<file path="src/rtl/gelato_types.sv">
// Shared types for the Gelato fetch path: warp/split identifiers, address and
// instruction words, and the fetch-unit state encoding.
package gelato_types;

   localparam int WARP_NUM_WIDTH        = 5;
   localparam int SPLIT_TABLE_NUM_WIDTH = 3;

   typedef logic [WARP_NUM_WIDTH-1:0]        warp_num_t;
   typedef logic [SPLIT_TABLE_NUM_WIDTH-1:0] split_table_num_t;
   typedef logic [31:0]                      addr_t;
   typedef logic [31:0]                      inst_t;

   typedef enum logic [2:0] {
      IDLE,
      REQ,
      WAIT,
      OUT,
      DRAIN
   } ifetch_state_t;

   // Instructions are word aligned; any set low bit is a fetch fault.
   function automatic logic misaligned(input logic [1:0] low_bits);
      return low_bits != 2'b00;
   endfunction

endpackage

</file>
<file path="src/rtl/gelato_fetchskd_ifetch_if.sv">
// Fetch-scheduler to fetch-unit PC hand-off: the scheduler offers a warp PC
// with valid and the fetch unit acknowledges it with a one-cycle caught pulse.
interface gelato_fetchskd_ifetch_if
   import gelato_types::*;
#(
   parameter int ADDR_WIDTH = 32
);

   logic                  valid;
   logic [ADDR_WIDTH-1:0] pc;
   warp_num_t             warp_num;
   split_table_num_t      split_table_num;
   logic                  caught;

   modport master (
      output valid,
      output pc,
      output warp_num,
      output split_table_num,
      input  caught
   );

   modport slave (
      input  valid,
      input  pc,
      input  warp_num,
      input  split_table_num,
      output caught
   );

endinterface

</file>
<file path="src/rtl/gelato_ifetch.sv">
// Instruction fetch unit: takes one warp PC at a time, reads the word from the
// instruction cache and holds it, tagged, in an output register for the decoder.
module gelato_ifetch
   import gelato_types::*;
#(
   parameter int ADDR_WIDTH = 32,
   parameter int INST_WIDTH = 32
) (
   input  logic                           clk,
   input  logic                           rst_n,
   input  logic                           rdy,

   gelato_fetchskd_ifetch_if.slave        inst_pc,

   output logic                           icache_req_valid,
   output logic [ADDR_WIDTH-1:0]          icache_req_addr,
   input  logic                           icache_req_ready,
   input  logic                           icache_resp_valid,
   input  logic [INST_WIDTH-1:0]          icache_resp_data,

   input  logic                           flush,

   output logic                           dec_valid,
   input  logic                           dec_ready,
   output logic [ADDR_WIDTH-1:0]          dec_pc,
   output warp_num_t                      dec_warp_num,
   output split_table_num_t               dec_split_table_num,
   output logic [INST_WIDTH-1:0]          dec_inst,
   output logic                           dec_fault
);

   ifetch_state_t state;

   // NOTE: state and every output live in this one clocked block and use <=,
   // so each branch reads the pre-edge values regardless of statement order.
   always_ff @(posedge clk) begin
      if (!rst_n) begin
         state               <= IDLE;
         inst_pc.caught      <= 1'b0;
         icache_req_valid    <= 1'b0;
         icache_req_addr     <= '0;
         dec_valid           <= 1'b0;
         dec_fault           <= 1'b0;
         dec_inst            <= '0;
         dec_pc              <= '0;
         dec_warp_num        <= '0;
         dec_split_table_num <= '0;
      end else if (rdy) begin
         inst_pc.caught <= 1'b0;

         if (flush) begin
            case (state)
               REQ: begin
                  icache_req_valid <= 1'b0;
                  // A request the cache took on this edge still owes a response.
                  state            <= icache_req_ready ? DRAIN : IDLE;
               end
               WAIT:  state <= icache_resp_valid ? IDLE : DRAIN;
               OUT: begin
                  dec_valid <= 1'b0;
                  state     <= IDLE;
               end
               // The owed response retires the drain even under flush, or the
               // unit would never leave DRAIN.
               DRAIN: if (icache_resp_valid) state <= IDLE;
               default: state <= IDLE;
            endcase
         end else begin
            case (state)
               IDLE: begin
                  if (inst_pc.valid && !inst_pc.caught) begin
                     inst_pc.caught      <= 1'b1;
                     dec_pc              <= inst_pc.pc;
                     dec_warp_num        <= inst_pc.warp_num;
                     dec_split_table_num <= inst_pc.split_table_num;
                     if (misaligned(inst_pc.pc[1:0])) begin
                        dec_fault <= 1'b1;
                        dec_inst  <= '0;
                        dec_valid <= 1'b1;
                        state     <= OUT;
                     end else begin
                        icache_req_addr  <= inst_pc.pc;
                        icache_req_valid <= 1'b1;
                        state            <= REQ;
                     end
                  end
               end
               REQ: begin
                  if (icache_req_ready) begin
                     icache_req_valid <= 1'b0;
                     state            <= WAIT;
                  end
               end
               WAIT: begin
                  if (icache_resp_valid) begin
                     dec_inst  <= icache_resp_data;
                     dec_fault <= 1'b0;
                     dec_valid <= 1'b1;
                     state     <= OUT;
                  end
               end
               OUT: begin
                  if (dec_ready) begin
                     dec_valid <= 1'b0;
                     state     <= IDLE;
                  end
               end
               DRAIN: if (icache_resp_valid) state <= IDLE;
               default: state <= IDLE;
            endcase
         end
      end
   end

endmodule

</file>
<file path="src/flat_wrapper.sv">
// flat-port wrapper written by rule: the top's interface ports become plain ports
module gelato_ifetch_flat import gelato_types::*;
#(
   parameter int ADDR_WIDTH = 32,
   parameter int INST_WIDTH = 32
)
  (clk, rst_n, rdy, icache_req_valid, icache_req_addr, icache_req_ready, icache_resp_valid, icache_resp_data, flush, dec_valid, dec_ready, dec_pc, dec_warp_num, dec_split_table_num, dec_inst, dec_fault, inst_pc_valid, inst_pc_pc, inst_pc_warp_num, inst_pc_split_table_num, inst_pc_caught);
  gelato_fetchskd_ifetch_if #(.ADDR_WIDTH(ADDR_WIDTH)) inst_pc_i ();
  input  logic clk;
  input  logic rst_n;
  input  logic rdy;
  output logic icache_req_valid;
  output logic [ADDR_WIDTH-1:0] icache_req_addr;
  input  logic icache_req_ready;
  input  logic icache_resp_valid;
  input  logic [INST_WIDTH-1:0] icache_resp_data;
  input  logic flush;
  output logic dec_valid;
  input  logic dec_ready;
  output logic [ADDR_WIDTH-1:0] dec_pc;
  output warp_num_t dec_warp_num;
  output split_table_num_t dec_split_table_num;
  output logic [INST_WIDTH-1:0] dec_inst;
  output logic dec_fault;
  input wire logic [$bits(inst_pc_i.valid)-1:0] inst_pc_valid;
  input wire logic [$bits(inst_pc_i.pc)-1:0] inst_pc_pc;
  input wire logic [$bits(inst_pc_i.warp_num)-1:0] inst_pc_warp_num;
  input wire logic [$bits(inst_pc_i.split_table_num)-1:0] inst_pc_split_table_num;
  output wire logic [$bits(inst_pc_i.caught)-1:0] inst_pc_caught;
  assign inst_pc_i.valid = inst_pc_valid;
  assign inst_pc_i.pc = inst_pc_pc;
  assign inst_pc_i.warp_num = inst_pc_warp_num;
  assign inst_pc_i.split_table_num = inst_pc_split_table_num;
  assign inst_pc_caught = inst_pc_i.caught;
  gelato_ifetch #(.ADDR_WIDTH(ADDR_WIDTH), .INST_WIDTH(INST_WIDTH)) u_core (.clk(clk), .rst_n(rst_n), .rdy(rdy), .inst_pc(inst_pc_i), .icache_req_valid(icache_req_valid), .icache_req_addr(icache_req_addr), .icache_req_ready(icache_req_ready), .icache_resp_valid(icache_resp_valid), .icache_resp_data(icache_resp_data), .flush(flush), .dec_valid(dec_valid), .dec_ready(dec_ready), .dec_pc(dec_pc), .dec_warp_num(dec_warp_num), .dec_split_table_num(dec_split_table_num), .dec_inst(dec_inst), .dec_fault(dec_fault));
endmodule
</file>
<file path="config.mk">
export PLATFORM = sky130hd
export DESIGN_NAME = gelato_ifetch_flat
export DESIGN_NICKNAME = d
export VERILOG_FILES = /design/src/rtl/gelato_types.sv /design/src/rtl/gelato_fetchskd_ifetch_if.sv /design/src/rtl/gelato_ifetch.sv /design/src/flat_wrapper.sv
export SDC_FILE = /design/constraint.sdc
export NUM_CORES = 1
export LEC_CHECK = 0
export CAP_MARGIN = 20
export CORE_MARGIN = 3
export CORE_UTILIZATION = 45
export CTS_CLUSTER_DIAMETER = 60
export DETAILED_ROUTE_END_ITERATION = 8
export GPL_TIMING_DRIVEN = 0
export PLACE_DENSITY = 0.86
export SLEW_MARGIN = 20
export SYNTH_ARGS = -nofsm -noshare
export SYNTH_HDL_FRONTEND = slang
export SYNTH_SLANG_ARGS = --single-unit
</file>
<file path="constraint.sdc">
create_clock -name clk -period 3.4 [get_ports clk]
set_clock_uncertainty 0.2 [all_clocks]
set_input_delay 0.68 -clock clk [delete_from_list [all_inputs] [get_ports clk]]
set_output_delay 0.68 -clock clk [all_outputs]
set_load 0.02 [all_outputs]
</file>
==> impl_metrics.env, run 1 <==
export IMPL_outcome="finished, final reports clean"
export IMPL_setup_ws_ps=1098
export IMPL_startpoint_type="flip-flop"
export IMPL_fillCellCount=675
export IMPL_m3_gr_usage=0.08123
export IMPL_port_buffer_count=187
export IMPL_route_detailed_drc=0
export IMPL_netlist_top_cell_by_area="dfxtp_1"
export IMPL_ys_warn_count=0
export IMPL_cts_htree_levels=3
export IMPL_drv_slew=0
export IMPL_critical_path_max_fanout=5
export IMPL_grt_ovfl_total=0
export IMPL_place_detailed_hpwl_um=9572
export IMPL_grt_pass1_wl_um=18780
export IMPL_global_route_usage_met1=0.2552
export IMPL_post_synth_instance_area_mm2=0.004133
export IMPL_timing_critical_path_required_ps=2520
export IMPL_cts_tree="yes"
export IMPL_num_vias=3924
export IMPL_routed_wirelength_um=12170
export IMPL_number_of_global_route_vias_before_repair=3940
export IMPL_criticalPathCategory="reg2out"
export IMPL_slew_limit_headroom=0.6287
export IMPL_placementRows=34
export IMPL_cpPeakStageDelay_ps=630
export IMPL_final_antenna_net_count=0
export IMPL_die_area_mm2=0.01037
export IMPL_min_period_over_period=0.6770
export IMPL_timing_critical_path_arrival_ps=1420
export IMPL_yosys_register_bits=111
export IMPL_min_path_type="reg2reg"
export IMPL_grt_most_used_layer="met2"
export IMPL_final_nets=723
export IMPL_worst_setup_timing_slack_at_the_placement_stage_ps=771.2
export IMPL_layout_cells_most_common_list="clkdlybuf4s50_1, nand2_1, dfxtp_1"
export IMPL_setup_viol=0
export IMPL_synthArstFlopShare=0
export IMPL_clkLatencyLatePin_ps=370
export IMPL_power_density_mw_per_mm2=396.3
export IMPL_final_hold_violation_count=0
export IMPL_synth_sequential_area_ratio=0.5377
export IMPL_crit_chain="clkdlybuf4s50_1"
export IMPL_fmaxAchievable_mhz=434.5
export IMPL_number_of_hold_buffers_added_after_cts=0
export IMPL_rrSetupSlack_ps=1560
export IMPL_count_of_flip_flops_with_a_built_in_enable_after_synthesis=0
export IMPL_buffer_levels_on_the_longest_clock_path=2
export IMPL_pin_count=188
export IMPL_detail_route_vias_per_cell=5.190
export IMPL_grt_antenna_before_repair=0
export IMPL_ir_drop_mv=0.2531
export IMPL_global_route_usage_met2=0.4039
export IMPL_layout_drive_gt1_share=0.06944
export IMPL_layout_commonest_cell="clkdlybuf4s50_1"
export IMPL_synthesis_to_layout_area_growth_pct=53.65
export IMPL_start_util=0.4693
export IMPL_worstReg2RegEnd="u_core.dec_inst[1]"
export IMPL_syn_inst=445
export IMPL_r2r_worst_path_cells=5
export IMPL_gp_congestion=0.8826
export IMPL_antennaDiodeCount=0
export IMPL_finalSetupTns_ps=0
export IMPL_rsz0062_at_grt="false"
export IMPL_kind_of_cell_adding_the_most_delay_to_the_critical_path="buffers and inverters"
export IMPL_worstMarginPinSlew_ps=555.8
export IMPL_final_util=0.7211
export IMPL_post_synth_main_area_contributors="dfxtp_1, nand2_1, a21boi_1"
export IMPL_postCtsResizedCells=0
export IMPL_chipWidth_um=101.8
export IMPL_cp_capture_type="output port"
export IMPL_postSynth_topFlopCell="dfxtp_1"
export IMPL_clock_tree_root_cell="clkbuf_8"
export IMPL_worst_setup_hold_path_clk_slew_ps=110
export IMPL_crit_reg2reg_launch="u_core.inst_pc.caught"
export IMPL_synth_top_cell_area_share=0.5377
export IMPL_hold_path_startpoint="u_core.dec_pc[20]"
export IMPL_worstHoldPathCells=2
export IMPL_routed_wire_length_per_instance_um=16.09
export IMPL_synth_fp_nets=525
export IMPL_detailedRoute_firstPassIterationCount=4
export IMPL_mean_post_synth_cell_area_um2=9.287
export IMPL_grt_use_total=0.2296
export IMPL_worst_hold_margin_ps=259.5
export IMPL_timing_critical_path_buf_inv=1
export IMPL_max_cap_viol_count=0
export IMPL_period_needed_ps=2302
export IMPL_cts_buffers=9
export IMPL_drt_iter0_drc=109
export IMPL_dieHeight_um=101.8
export IMPL_maximum_number_of_pins_on_one_net_before_global_route_repair=21
export IMPL_cts_setup_buffers=0
export IMPL_fp_coreArea_mm2=0.008806
export IMPL_holdPathEnd="u_core.dec_pc[20]"
export IMPL_count_of_unique_library_cells_instantiated_by_yosys=36
export IMPL_critical_path_slowest_cell="clkdlybuf4s50_1"
export IMPL_clock_sink_count=111
export IMPL_p_leak_nw=2.297
-- final cells by class --
cell class | instances | area [µm²] | area share
sequential | 111 | 2222 | 0.3500
timing repair buffer | 187 | 1872 | 0.2948
multi-input combinational | 298 | 1708 | 0.2690
buffer | 33 | 191.4 | 0.03015
tap | 108 | 135.1 | 0.02128
clock buffer | 9 | 123.9 | 0.01951
clock inverter | 7 | 86.33 | 0.01360
inverter | 3 | 11.26 | 0.001773
-- how the worst max path moves through the flow --
| stage | start | to | slack [ps] | depth (start not counted) |
|---|---|---|---|---|
| floorplan | inst_pc_valid | u_core.dec_inst[10] | 1520 | 5 |
| global placement | inst_pc_pc[0] | u_core.dec_inst[16] | 800 | 6 |
| detailed placement | inst_pc_pc[0] | u_core.dec_inst[21] | 770 | 6 |
| CTS | u_core.inst_pc.caught | inst_pc_caught | 1090 | 1 |
| global route | inst_pc_pc[0] | u_core.dec_inst[25] | 1030 | 6 |
| finish | u_core.inst_pc.caught | inst_pc_caught | 1100 | 1 |
-- cells in the mapped netlist, types with 3 or more instances --
master,instances
nand2_1,149
dfxtp_1,111
a21boi_1,73
a22o_1,32
buf_2,15
clkbuf_1,10
buf_6,5
and3_1,4
buf_4,3
inv_1,3
nand3_1,3
nor3b_1,3
o21ai_0,3
-- power breakdown --
part	switching [W]	leakage, nW	internal [W]	total, W
sequential	0.0000166	0.897	0.00133	0.00135
clock	0.000480	0.104	0.000358	0.000838
combinational	0.000152	1.30	0.000181	0.000333
-- metrics by stage --
step,cells,cell area (µm²),power [W]
2_1_floorplan,445,4133,0.001517
3_3_place_gp,740,6140,0.001699
3_5_place_dp,740,6140,0.001707
4_1_cts,756,6350,0.002535
5_1_grt,756,6350,0.002607
6_report,756,6350,0.002516
-- sequential cells by signal, summed over array words and instances (netlist names) --
signal / flops
u_core.dec_fault: 1
u_core.inst_pc.caught: 1
u_core.dec_warp_num: 5
u_core.dec_valid: 1
u_core.dec_inst: 32
u_core.icache_req_valid: 1
u_core.state: 3
u_core.icache_req_addr: 32
u_core.dec_pc: 32
u_core.dec_split_table_num: 3
-- per-layer routing --
layer  wire [µm]  share of wire
met1        4888           0.40
met2        5745           0.47
met3        1211           0.10
met4         321          0.026
met5           0              0
-- cell families (layout without fill, tap and decap cells) --
kind of cell	Yosys count	count (layout)	synth area share
compound gates	120	120	0.2262
mux	2	2	0.004844
flops	111	111	0.5377
simple gates	176	176	0.1823
buf+inv	36	239	0.04905
No activity file was read; power rests on OpenSTA's default activity.
==> run 2: changes to the inputs <==
Settings changed: CORE_UTILIZATION 45 to 37, PLACE_DENSITY 0.86 to 0.76.
Clock period 3.4 ns to 1.9 ns, I/O delays scaled along.
==> run 2 against run 1 <==
Effect of this change:
- clock-buffer cell count up 1
- design area down 0.30%
- first-iteration DRC count up 110%
- hold slack worse by 5.3 ps
- power up 85%
- combinational power up 71%
- critical path depth up 6
- core utilization down 12 points
- via count down 0.74%
- sequential share of layout area up 0.10 points
- critical path type is now in2reg
- largest power group unchanged
==> impl_metrics.env, run 2 (same netlist as run 1, synthesis figures left out) <==
export IMPL_r2r_worst_path_cells=6
export IMPL_worstReg2RegEnd="u_core.dec_inst[14]"
export IMPL_chipWidth_um=111.7
export IMPL_drv_slew=0
export IMPL_ir_drop_mv=0.5291
export IMPL_grt_use_total=0.1986
export IMPL_power_density_mw_per_mm2=736.2
export IMPL_placementRows=37
export IMPL_path_depth=7
export IMPL_fmaxAchievable_mhz=534.0
export IMPL_crit_chain="clkdlybuf4s50_1 -> nor2_2 -> o31ai_2 -> a21boi_2 -> buf_4 -> buf_6 -> a22o_1"
export IMPL_grt_antenna_before_repair=0
export IMPL_antennaDiodeCount=0
export IMPL_critical_path_source="inst_pc_pc[1]"
export IMPL_dieHeight_um=111.7
export IMPL_routed_wirelength_um=12480
export IMPL_hold_path_startpoint="u_core.icache_req_addr[9]"
export IMPL_port_buffer_count=187
export IMPL_fp_coreArea_mm2=0.01060
export IMPL_clock_sink_count=111
export IMPL_p_leak_nw=2.840
export IMPL_setup_viol=0
export IMPL_final_hold_violation_count=0
export IMPL_pin_count=188
export IMPL_timing_critical_path_required_ps=1960
export IMPL_gp_congestion=0.8847
export IMPL_startpoint_type="input port"
export IMPL_number_of_global_route_vias_before_repair=3963
export IMPL_worstMarginPinSlew_ps=450.3
export IMPL_setup_ws_ps=27.50
export IMPL_worst_setup_timing_slack_at_the_placement_stage_ps=-485.0
export IMPL_drt_iter0_drc=230
export IMPL_switching_share=0.2357
export IMPL_layout_cells_most_common_list="nand2_1, dfxtp_1, dlygate4sd2_1"
export IMPL_maximum_number_of_pins_on_one_net_before_global_route_repair=19
export IMPL_final_non_filler_cells=784
export IMPL_worst_setup_hold_path_clk_slew_ps=100
export IMPL_reg_top3="u_core.dec_inst: 32 flops, u_core.dec_pc: 32 flops, u_core.icache_req_addr: 32 flops"
export IMPL_critical_path_slowest_cell="clkdlybuf4s50_1"
export IMPL_final_antenna_net_count=0
export IMPL_layout_commonest_cell="nand2_1"
export IMPL_clkLatencyLatePin_ps=370
export IMPL_routed_wire_length_per_instance_um=15.92
export IMPL_cts_htree_levels=3
export IMPL_placed_cells_incl_taps=768
export IMPL_cts_tree="yes"
export IMPL_place_detailed_hpwl_um=9672
export IMPL_cp_endpoint="u_core.dec_inst[14]"
export IMPL_reported_net_switching_power_w=0.001099
export IMPL_timing_critical_path_arrival_ps=1930
export IMPL_criticalPathCategory="in2reg"
export IMPL_detail_route_vias_per_cell=4.968
export IMPL_layout_drive_gt1_share=0.07870
export IMPL_cts_buffers=9
export IMPL_max_cap_viol_count=0
export IMPL_slew_limit_headroom=0.6998
export IMPL_buffer_levels_on_the_longest_clock_path=2
export IMPL_min_path_type="reg2reg"
export IMPL_internal_power_w=0.003562
export IMPL_clock_tree_root_cell="clkbuf_8"
export IMPL_seqPwrFrac=0.516
export IMPL_timing_critical_path_buf_inv=3
export IMPL_num_vias=3895
export IMPL_fraction_of_power_consumed_by_the_clock_network=0.361
export IMPL_detailedRoute_firstPassIterationCount=4
export IMPL_cpPeakStageDelay_ps=570
export IMPL_start_util=0.3898
export IMPL_final_nets=723
export IMPL_grt_pass1_wl_um=20200
export IMPL_cp_capture_type="flip-flop"
export IMPL_worst_hold_margin_ps=254.2
export IMPL_fillCellCount=942
export IMPL_critical_path_max_fanout=10
export IMPL_rrSetupSlack_ps=110
export IMPL_period_needed_ps=1873
export IMPL_outcome="finished, final reports clean"
export IMPL_kind_of_cell_adding_the_most_delay_to_the_critical_path="buffers and inverters"
export IMPL_crit_reg2reg_launch="u_core.inst_pc.caught"
export IMPL_die_area_mm2=0.01247
export IMPL_synthesis_to_layout_area_growth_pct=53.19
export IMPL_min_period_over_period=0.9855
export IMPL_route_detailed_drc=0
export IMPL_combinationalPowerShare=0.123
export IMPL_grt_ovfl_total=0
[run 2: cell types whose count changed in the layout (fill, tap and decap cells not counted), sizes merged]
| cell | change |
|---|---|
| buf | -7 |
| bufinv | +2 |
| clkbuf | +8 |
| clkdlybuf4s50 | -109 |
| clkinvlp | -1 |
| dlygate4sd2 | +109 |
| inv | -2 |
[run 2: routing by layer]
layer	routed length (µm)	track usage	share of wire
met5	0	0	0
met4	124	0.04380	0.0099
met3	1125	0.08478	0.090
met2	5963	0.3397	0.48
met1	5271	0.2316	0.42
[run 2: power by group through the flow]
stage	sequential, W	clock (W)	combinational [W]
2_1_floorplan	0.00252	0	0.000199
3_3_place_gp	0.00246	0	0.000585
3_5_place_dp	0.00246	0	0.000595
4_1_cts	0.00241	0.00173	0.000567
5_1_grt	0.00241	0.00183	0.000618
6_report	0.00241	0.00168	0.000571
[run 2: layout make-up]
class / count / area (µm²) / share of cell area
plain buffers: 32 / 212.7 / 0.03360
clock buffers: 10 / 127.6 / 0.02016
clock inverters: 6 / 116.4 / 0.01838
inverters: 3 / 11.26 / 0.001779
multi-input cells: 298 / 1728 / 0.2729
flip-flops and latches: 111 / 2222 / 0.3510
well taps: 136 / 170.2 / 0.02688
repair buffers: 188 / 1743 / 0.2753
[run 2: metrics by stage]
stage / setup TNS, ps / instance area (µm²) / power, W / util
5_1_grt: -0.3495 / 6331 / 0.004861 / 0.5972
3_3_place_gp: -41290 / 6175 / 0.003044 / 0.5824
4_1_cts: 0 / 6286 / 0.004707 / 0.5929
6_report: 0 / 6331 / 0.004661 / 0.5972
3_5_place_dp: -43760 / 6175 / 0.003057 / 0.5824
2_1_floorplan: 0 / 4133 / 0.002715 / -
[run 2: worst reg2reg max path, delay by kind of cell, from the launching register on]
family                 cells  cell delay (ps)
buffers and inverters      2              310
and+or+nand+nor            1              210
DFF                        1              360
AOI/OAI and AO/OA          3              610
[run 2: worst min path at each step]
| stage | slack, ps | endpoint | cells after the start |
|---|---|---|---|
| after detailed placement | 250 | u_core.icache_req_addr[9] | 2 |
| after global placement | 240 | u_core.dec_warp_num[3] | 2 |
| after CTS | 260 | u_core.icache_req_addr[9] | 2 |
| after floorplan | 310 | u_core.dec_inst[10] | 1 |
| final | 250 | u_core.icache_req_addr[9] | 2 |
| after global routing | 270 | u_core.icache_req_addr[12] | 2 |
[run 2: repair_timing]
action / 4_1_cts / 5_1_grt
cloned: 0 / 0
buffers inserted: 0 / 1
gates resized for setup: 112 / 14
setup endpoints to repair: 166 / 94
pin swaps: 0 / 1
hold buffers: 0 / 0
hold endpoints to repair: 0 / 0
==> run 3: changes to the inputs <==
Settings changed: CAP_MARGIN 20 to not set, HOLD_SLACK_MARGIN set to 0.12.
==> results of run 3 <==
Same layout as run 2: the final DEF is identical, and so are final timing and power.
